<file path="config.mk">
export PLATFORM = sky130hd
export DESIGN_NAME = avalon_read_tracker
export DESIGN_NICKNAME = d
export VERILOG_FILES = /design/src/rtl/avalon_checker_pkg.sv /design/src/rtl/avalon_read_tracker.sv
export SDC_FILE = /design/constraint.sdc
export NUM_CORES = 1
export LEC_CHECK = 0
export CAP_MARGIN = 20
export CORE_ASPECT_RATIO = 0.75
export CORE_UTILIZATION = 43
export CTS_CLUSTER_DIAMETER = 150
export DETAILED_ROUTE_END_ITERATION = 12
export PLACE_DENSITY = 0.77
export SLEW_MARGIN = 20
export SYNTH_ARGS = -nofsm -noshare
export SYNTH_HDL_FRONTEND = slang
export SYNTH_SLANG_ARGS = --single-unit
</file>
<file path="constraint.sdc">
create_clock -name clk -period 3.4 [get_ports clk]
set_clock_uncertainty 0.1 [all_clocks]
set_input_delay 0.68 -clock clk [delete_from_list [all_inputs] [get_ports clk]]
set_output_delay 0.68 -clock clk [all_outputs]
set_load 0.01 [all_outputs]
</file>
<file path="src/rtl/avalon_checker_pkg.sv">
// Shared rule indices, FSM states and helpers for the Avalon-MM protocol checker.
package avalon_checker_pkg;

   localparam int NB_RULES    = 7;
   localparam int R_RDWR      = 0;
   localparam int R_WAITNOREQ = 1;
   localparam int R_DROP      = 2;
   localparam int R_CHANGE    = 3;
   localparam int R_ORPHAN    = 4;
   localparam int R_OVERFLOW  = 5;
   localparam int R_ZEROBURST = 6;

   typedef enum logic [1:0] {
      IDLE,
      RD_WAIT,
      WR_WAIT,
      WR_BURST
   } state_t;

   function automatic logic [2:0] lowest_rule(input logic [NB_RULES-1:0] v);
      logic [2:0] idx;
      idx = '0;
      for (int i = NB_RULES - 1; i >= 0; i--) begin
         if (v[i]) idx = 3'(i);
      end
      return idx;
   endfunction

endpackage

</file>
<file path="src/rtl/avalon_read_tracker.sv">
// Outstanding read-beat counter with orphan and overflow detection.
module avalon_read_tracker
   import avalon_checker_pkg::*;
#(
   parameter int MAXPENDING = 8,
   parameter int BURSTEN    = 0
) (
   input  logic                                clk,
   input  logic                                rst,
   input  logic                                read,
   input  logic                                waitrequest,
   input  logic                                readdatavalid,
   input  logic [7:0]                          burstcount,
   output logic [$clog2(MAXPENDING+256)-1:0]   outstanding,
   output logic                                orphan,
   output logic                                overflow
);

   localparam int CW = $clog2(MAXPENDING + 256);
   localparam logic [CW:0]   MAXV = {1'b0, {CW{1'b1}}};
   localparam logic [CW-1:0] MAXP = CW'(MAXPENDING);

   logic          accept;
   logic          dec;
   logic [CW:0]   inc;
   logic [CW:0]   sum;
   logic [CW:0]   nxt;

   assign accept   = read & ~waitrequest;
   assign orphan   = readdatavalid & (outstanding == '0);
   assign overflow = outstanding > MAXP;

   // Net change of acceptance and return; an orphan return cannot go below 0.
   always_comb begin
      inc = '0;
      if (accept) begin
         inc = (BURSTEN != 0) ? {{(CW-7){1'b0}}, burstcount}
                              : {{CW{1'b0}}, 1'b1};
      end
      sum = {1'b0, outstanding} + inc;
      dec = readdatavalid & (sum != '0);
      nxt = sum - {{CW{1'b0}}, dec};
      if (nxt > MAXV) nxt = MAXV;
   end

   always_ff @(posedge clk or posedge rst) begin
      if (rst) outstanding <= '0;
      else     outstanding <= nxt[CW-1:0];
   end

endmodule

</file>
==> results.py, run 1 <==
metrics = {
    "final_layout": {
        "n_antenna_cell": 0,
        "fin_nets": 157,
        "largestRegisters": "outstanding: 9 flops",
        "largest_register_ffs": 9,
        "top_register": "outstanding",
        "drive_above_1_share_pct": 35.51,
        "syn2layout_area_growth_pct": 48.94,
    },
    "timing": {
        "max_slew_margin_pct": 73.84,
        "tns_ns": 0,
        "fin_crit_sh_pct": 98.86,
        "hold_violations": 0,
        "fmax_mhz": 297.5,
        "min_period_ns": 3.361,
        "rsz0062_at_grt": "true",
        "slew_viol_final": 0,
        "worst_pin_slew_ns": 0.3925,
        "setup-violations-final": 0,
    },
    "synth": {
        "synth_compound_area_share_pct": 19.89,
        "ys_types": 44,
        "synth_mux_area_share_pct": 3.385,
        "ys_ff_latch": 9,
        "syn_area_per_cell_um2": 8.613,
        "synthFlopType": "dfrtp_1",
        "synthArstFlopShare_pct": 100.0,
        "synth_area_um2": 887.1,
        "ys_warn_count": 0,
        "synth_xor_area_share_pct": 8.886,
        "syn_inst": 103,
        "synth_edf_count": 0,
        "synthAdderAreaFrac_pct": 7.052,
        "synth_nets": 121,
        "synth-simple-area-share_pct": 26.94,
        "yosysSeqAreaShare_pct": 25.39,
        "synth_top_family_by_area": "simple AND/OR/NAND/NOR gates",
    },
    "pwr": {
        "total_power_w": 0.001049,
        "ir_drop_v": 0.0006020,
        "p_leak_nw": 0.5608,
        "p_per_area_mw_per_mm2": 793.8,
    },
    "clock_tree": {
        "clock_latency_ns": 0.25,
        "ctsHoldBuffers": 0,
        "numClockSinks": 9,
        "cts_tree": "done",
        "clk_pin_slew_ns": 0.06,
        "clockBufferDepth": 2,
        "numCtsBuffers": 3,
        "htree_levels": 1,
        "clock-root-buffer": "clkbuf_4",
    },
    "route": {
        "via_per_inst": 5.763,
        "wl_per_cell_um": 15.44,
        "dr.pass1.iters": 4,
        "drc_errors": 0,
        "drt_iter0_drc": 28,
        "routed_wl_mm": 2.471,
        "vias": 922,
        "ant_nets": 0,
    },
    "floorplan": {
        "io_pins": 24,
        "die_h_um": 41.34,
        "die_w_um": 54.45,
        "dieArea_mm2": 0.002250,
        "initial_core_util_pct": 48.26,
        "num_rows": 13,
        "coreArea_mm2": 0.001838,
    },
    "grt": {
        "grt_antenna_before_repair": 0,
        "globalRouteTotalUtil_pct": 24.38,
        "grt_overflow_total": 0,
        "grt_pass1_vias": 791,
        "grt_first_pass_wirelength_mm": 3.657,
        "grt_max_degree": 12,
    },
    "setup_path": {
        "path_cells": "buf_6, nor2b_4, ha_4, ha_4, and3_4, o211a_1, o2111a_2, a41oi_2, ha_2, ha_4, or4b_4, o31ai_4, mux2i_1, xnor2_1, nand3_1",
        "startpoint": "read",
        "cpMostUsedCell": "ha_4",
        "rrSetupSlack_ns": 0.18,
        "r2r.worst_path.cells": 13,
        "crit_required_ns": 3.43,
        "cp_max_fo": 5,
        "arrival_ns": 3.39,
        "worst_setup_path_start_kind": "input pin",
        "end_kind": "flop",
        "slowest_delay_ns": 0.47,
        "rr_startpoint": "outstanding[0]$_DFF_PP0_",
        "critical_path_class": "in -> reg",
        "reg2reg_to": "outstanding[6]$_DFF_PP0_",
        "crit_slowest_cell": "or4b_4",
    },
    "place": {
        "io_buffers": 15,
        "routabilityCongestion": 0.8340,
        "hpwl_mm": 1.931,
    },
    "worst_hold_path": {
        "worstHoldEndpoint": "outstanding[2]$_DFF_PP0_",
        "hold_path_class": "reg -> reg",
        "hp-start": "outstanding[2]$_DFF_PP0_",
        "hold_depth": 2,
    },
    "status": {
        "status": "complete, no violations",
    },
    "run": {
        "cap_viol_max_count": 0,
    },
}
## Yosys cell counts (all sizes together) (3+ instances only)
library cell | number | area (um^2)
nand3 | 12 | 60.06
dfrtp | 9 | 225.2
nand2 | 8 | 32.54
buf | 7 | 52.54
nor2 | 7 | 33.78
ha | 5 | 62.56
inv | 5 | 18.77
o21ai | 5 | 36.29
xor2 | 5 | 43.79
xnor2 | 4 | 35.03
mux2i | 3 | 30.03
o211ai | 3 | 27.52
o31ai | 3 | 27.52
## kinds of logic (layout without fill, tap and decap cells)
logic type,count (synthesis),in the layout
buf+inv,13,48
mux,3,3
fa+ha+maj,5,5
simple gates,43,43
compound gates,21,21
flops,9,9
xor+xnor,9,9
## timing repair
| item | in CTS | in global routing |
|---|---|---|
| pin swaps | 8 | 6 |
| resized for setup | 10 | 1 |
| endpoints found under the setup margin | 8 | 3 |
| setup buffers | 2 | 1 |
| endpoints found under the hold margin | 0 | 0 |
| gates cloned | 0 | 0 |
## critical path: cells and delay by family
| kind | cells | cell delay (ns) |
|---|---|---|
| xor+xnor | 1 | 0.15 |
| fa+ha+maj | 4 | 0.69 |
| mux | 1 | 0.25 |
| simple gates | 4 | 0.86 |
| compound gates | 4 | 0.67 |
| buf+inv | 1 | 0.09 |
## stage by stage
stage / area [um^2] / setup slack [ns] / hold slack [ns] / utilization [%] / cells
finish: 1321 / 0.03864 / 0.5503 / 71.89 / 160
global route: 1321 / -0.06109 / 0.5896 / 71.89 / 160
CTS: 1306 / -0.002152 / 0.5463 / 71.07 / 159
detailed placement: 1261 / -0.6663 / 0.5206 / 68.62 / 153
global placement: 1261 / -0.6062 / 0.5196 / 68.62 / 153
floorplan: 982.2 / -0.1376 / 0.4079 / - / 103
## worst max-delay path by stage
stage | endpoint | cells after the start | slack, ns
4_1_cts | outstanding[6]$_DFF_PP0_ | 15 | -0.002
2_1_floorplan | outstanding[6]$_DFF_PP0_ | 15 | -0.14
6_report | outstanding[6]$_DFF_PP0_ | 15 | 0.04
5_1_grt | outstanding[6]$_DFF_PP0_ | 15 | -0.06
3_5_place_dp | outstanding[6]$_DFF_PP0_ | 15 | -0.67
3_3_place_gp | outstanding[6]$_DFF_PP0_ | 15 | -0.61
## placed cells by master (no fill, tap or decap), types with 3 or more instances in the layout
cell type,instances
nor2_1,6
xnor2_1,3
xor2_1,5
o21ai_0,4
nand3_1,12
nand2_1,7
clkbuf_4,3
mux2i_1,3
ha_4,4
buf_4,24
dfrtp_1,9
inv_1,5
clkdlybuf4s50_1,13
## where the power goes
group | switching (W) | internal, W
clock network | 0.0000340 | 0.0000450
registers | 0.000137 | 0.000162
logic | 0.000303 | 0.000369
total | 0.000474 | 0.000575
## layer usage
layer	vias up	global-route usage (%)	share of wire, %
li1	450	-	-
met4	0	7.051	0.20
met2	31	41.46	47
met1	439	31.65	48
met3	2	5.072	4.5
met5	-	0	0
## area by class of cell
class / count / area (um^2)
well taps: 22 / 27.53
inverters: 5 / 18.77
multi-input cells: 81 / 690.7
flip-flops and latches: 9 / 225.2
clock buffers: 4 / 26.28
repair buffers: 39 / 332.8
fillers: 141 / 516.7
Power figures use the tool's default switching activity.
==> inputs of run 2 (changes only) <==
--- a/config.mk
+++ b/config.mk
@@ -11,6 +11,7 @@
 export CTS_CLUSTER_DIAMETER = 150
 export DETAILED_ROUTE_END_ITERATION = 12
 export PLACE_DENSITY = 0.77
+export SKIP_CTS_REPAIR_TIMING = 1
 export SLEW_MARGIN = 20
 export SYNTH_ARGS = -nofsm -noshare
 export SYNTH_HDL_FRONTEND = slang
==> results.py, run 2 (same netlist as run 1, synthesis figures left out) <==
metrics = {
    "grt": {
        "grt_pass1_vias": 785,
        "grt_overflow_total": 0,
        "grt_first_pass_wirelength_mm": 3.588,
        "grt_antenna_before_repair": 0,
        "globalRouteTotalUtil_pct": 23.82,
        "grt_max_degree": 12,
    },
    "floorplan": {
        "die_w_um": 54.45,
        "coreArea_mm2": 0.001838,
        "die_h_um": 41.34,
        "dieArea_mm2": 0.002250,
        "num_rows": 13,
        "initial_core_util_pct": 48.26,
        "io_pins": 24,
    },
    "run": {
        "cap_viol_max_count": 0,
    },
    "final_layout": {
        "final_common_cell": "buf_4",
        "fin_nets": 156,
        "drive_above_1_share_pct": 34.31,
        "fin_area_mm2": 0.001306,
        "largestRegisters": "outstanding: 9 flops",
        "seq_area_um2": 225.2,
        "syn2layout_area_growth_pct": 47.25,
        "utilization_pct": 71.07,
        "layout_common_cells": "23 x buf_4, 13 x clkdlybuf4s50_1, 12 x nand3_1, 9 x dfrtp_1, 7 x nand2_1",
        "top_register": "outstanding",
        "n_antenna_cell": 0,
        "n_fill_cell": 148,
        "multi_input_area_um2": 683.2,
        "largest_register_ffs": 9,
    },
    "clock_tree": {
        "numClockSinks": 9,
        "cts_tree": "done",
        "clock_latency_ns": 0.25,
        "clock-root-buffer": "clkbuf_4",
        "htree_levels": 1,
        "clockBufferDepth": 2,
        "numCtsBuffers": 3,
        "clk_pin_slew_ns": 0.06,
    },
    "pwr": {
        "ir_drop_v": 0.0006092,
        "swShare_pct": 45.29,
        "clock_power_share_pct": 7.6,
        "pwr-share-seq_pct": 28.9,
        "p_sw_w": 0.0004693,
        "internal-power_w": 0.0005668,
        "p_leak_nw": 0.5507,
        "p_comb_share_pct": 63.5,
        "p_per_area_mw_per_mm2": 793.2,
    },
    "timing": {
        "slew_viol_final": 0,
        "hold_ws_ns": 0.5581,
        "worst_pin_slew_ns": 0.3949,
        "setup-violations-final": 1,
        "fmax_mhz": 293.1,
        "min_period_ns": 3.412,
        "max_slew_margin_pct": 73.67,
        "hold_violations": 0,
        "layout_setup_ws_ns": -0.01205,
        "rsz0062_at_grt": "true",
        "fin_crit_sh_pct": 100.4,
    },
    "place": {
        "hpwl_mm": 1.931,
        "io_buffers": 15,
        "place_area_mm2": 0.001261,
        "routabilityCongestion": 0.8340,
    },
    "route": {
        "wl_per_cell_um": 15.44,
        "drt_iter0_drc": 23,
        "dr.pass1.iters": 4,
        "vias": 893,
        "routed_wl_mm": 2.455,
        "via_per_inst": 5.616,
        "ant_nets": 0,
        "drc_errors": 0,
    },
    "setup_path": {
        "crit_path_end": "outstanding[6]$_DFF_PP0_",
        "rrSetupSlack_ns": 0.14,
        "startpoint": "waitrequest",
        "rr_startpoint": "outstanding[0]$_DFF_PP0_",
        "worst_setup_path_start_kind": "input pin",
        "arrival_ns": 3.45,
        "critical_path_class": "in -> reg",
        "reg2reg_to": "outstanding[6]$_DFF_PP0_",
        "cp_max_fo": 5,
        "end_kind": "flop",
        "r2r.worst_path.cells": 13,
        "crit_required_ns": 3.43,
    },
    "worst_hold_path": {
        "hold_path_class": "reg -> reg",
        "hp-start": "outstanding[2]$_DFF_PP0_",
    },
    "status": {
        "status": "complete, but fails checks",
        "violations": "setup timing",
    },
}
-- run 2: stage by stage --
step / TNS (ns) / setup WS (ns) / std cells / total power, W
after floorplan: -0.1376 / -0.1376 / 103 / 0.0006695
after global placement: -3.405 / -0.6062 / 153 / 0.0009215
after detailed placement: -3.937 / -0.6663 / 153 / 0.0009430
after CTS: -1.671 / -0.4047 / 157 / 0.001027
after global routing: -0.1113 / -0.1113 / 159 / 0.001105
final: -0.01205 / -0.01205 / 159 / 0.001036
-- run 2: worst min path at each step --
| stage | depth (start not counted) | to | slack (ns) |
|---|---|---|---|
| detailed placement | 2 | outstanding[2]$_DFF_PP0_ | 0.52 |
| finish | 2 | outstanding[2]$_DFF_PP0_ | 0.56 |
| global placement | 2 | outstanding[2]$_DFF_PP0_ | 0.52 |
| global route | 2 | outstanding[2]$_DFF_PP0_ | 0.59 |
| floorplan | 1 | outstanding[0]$_DFF_PP0_ | 0.41 |
| CTS | 2 | outstanding[2]$_DFF_PP0_ | 0.55 |
-- run 2: critical path, cell delays in order --
cell and delay, ns:
buf_6 0.10, nor2b_4 0.16, ha_4 0.15, ha_4 0.15, a311o_1 0.24, nor2_4 0.06, o2111a_2 0.31, a41oi_2 0.17
ha_2 0.22, ha_4 0.14, or4b_4 0.47, o31ai_4 0.09, mux2i_1 0.25, xnor2_1 0.16, nand3_1 0.09
-- run 2: layout make-up --
class	count	area share, %
clock buffer	4	2.011
inverter	5	1.437
multi-input combinational	81	52.30
sequential	9	17.24
tap	22	2.107
timing repair buffer	38	24.90
-- run 2: layer usage --
layer / track usage [%] / wire (um)
met4: 6.410 / 5
met2: 41.16 / 1179
met5: 0 / 0
met1: 30.77 / 1200
met3: 4.710 / 70
-- run 2: power by group through the flow --
stage / registers [W] / clock network (W) / logic, W
CTS: 0.000295 / 0.0000810 / 0.000651
global route: 0.000310 / 0.0000842 / 0.000711
detailed placement: 0.000295 / 0 / 0.000648
global placement: 0.000292 / 0 / 0.000629
floorplan: 0.000246 / 0 / 0.000423
finish: 0.000299 / 0.0000787 / 0.000658
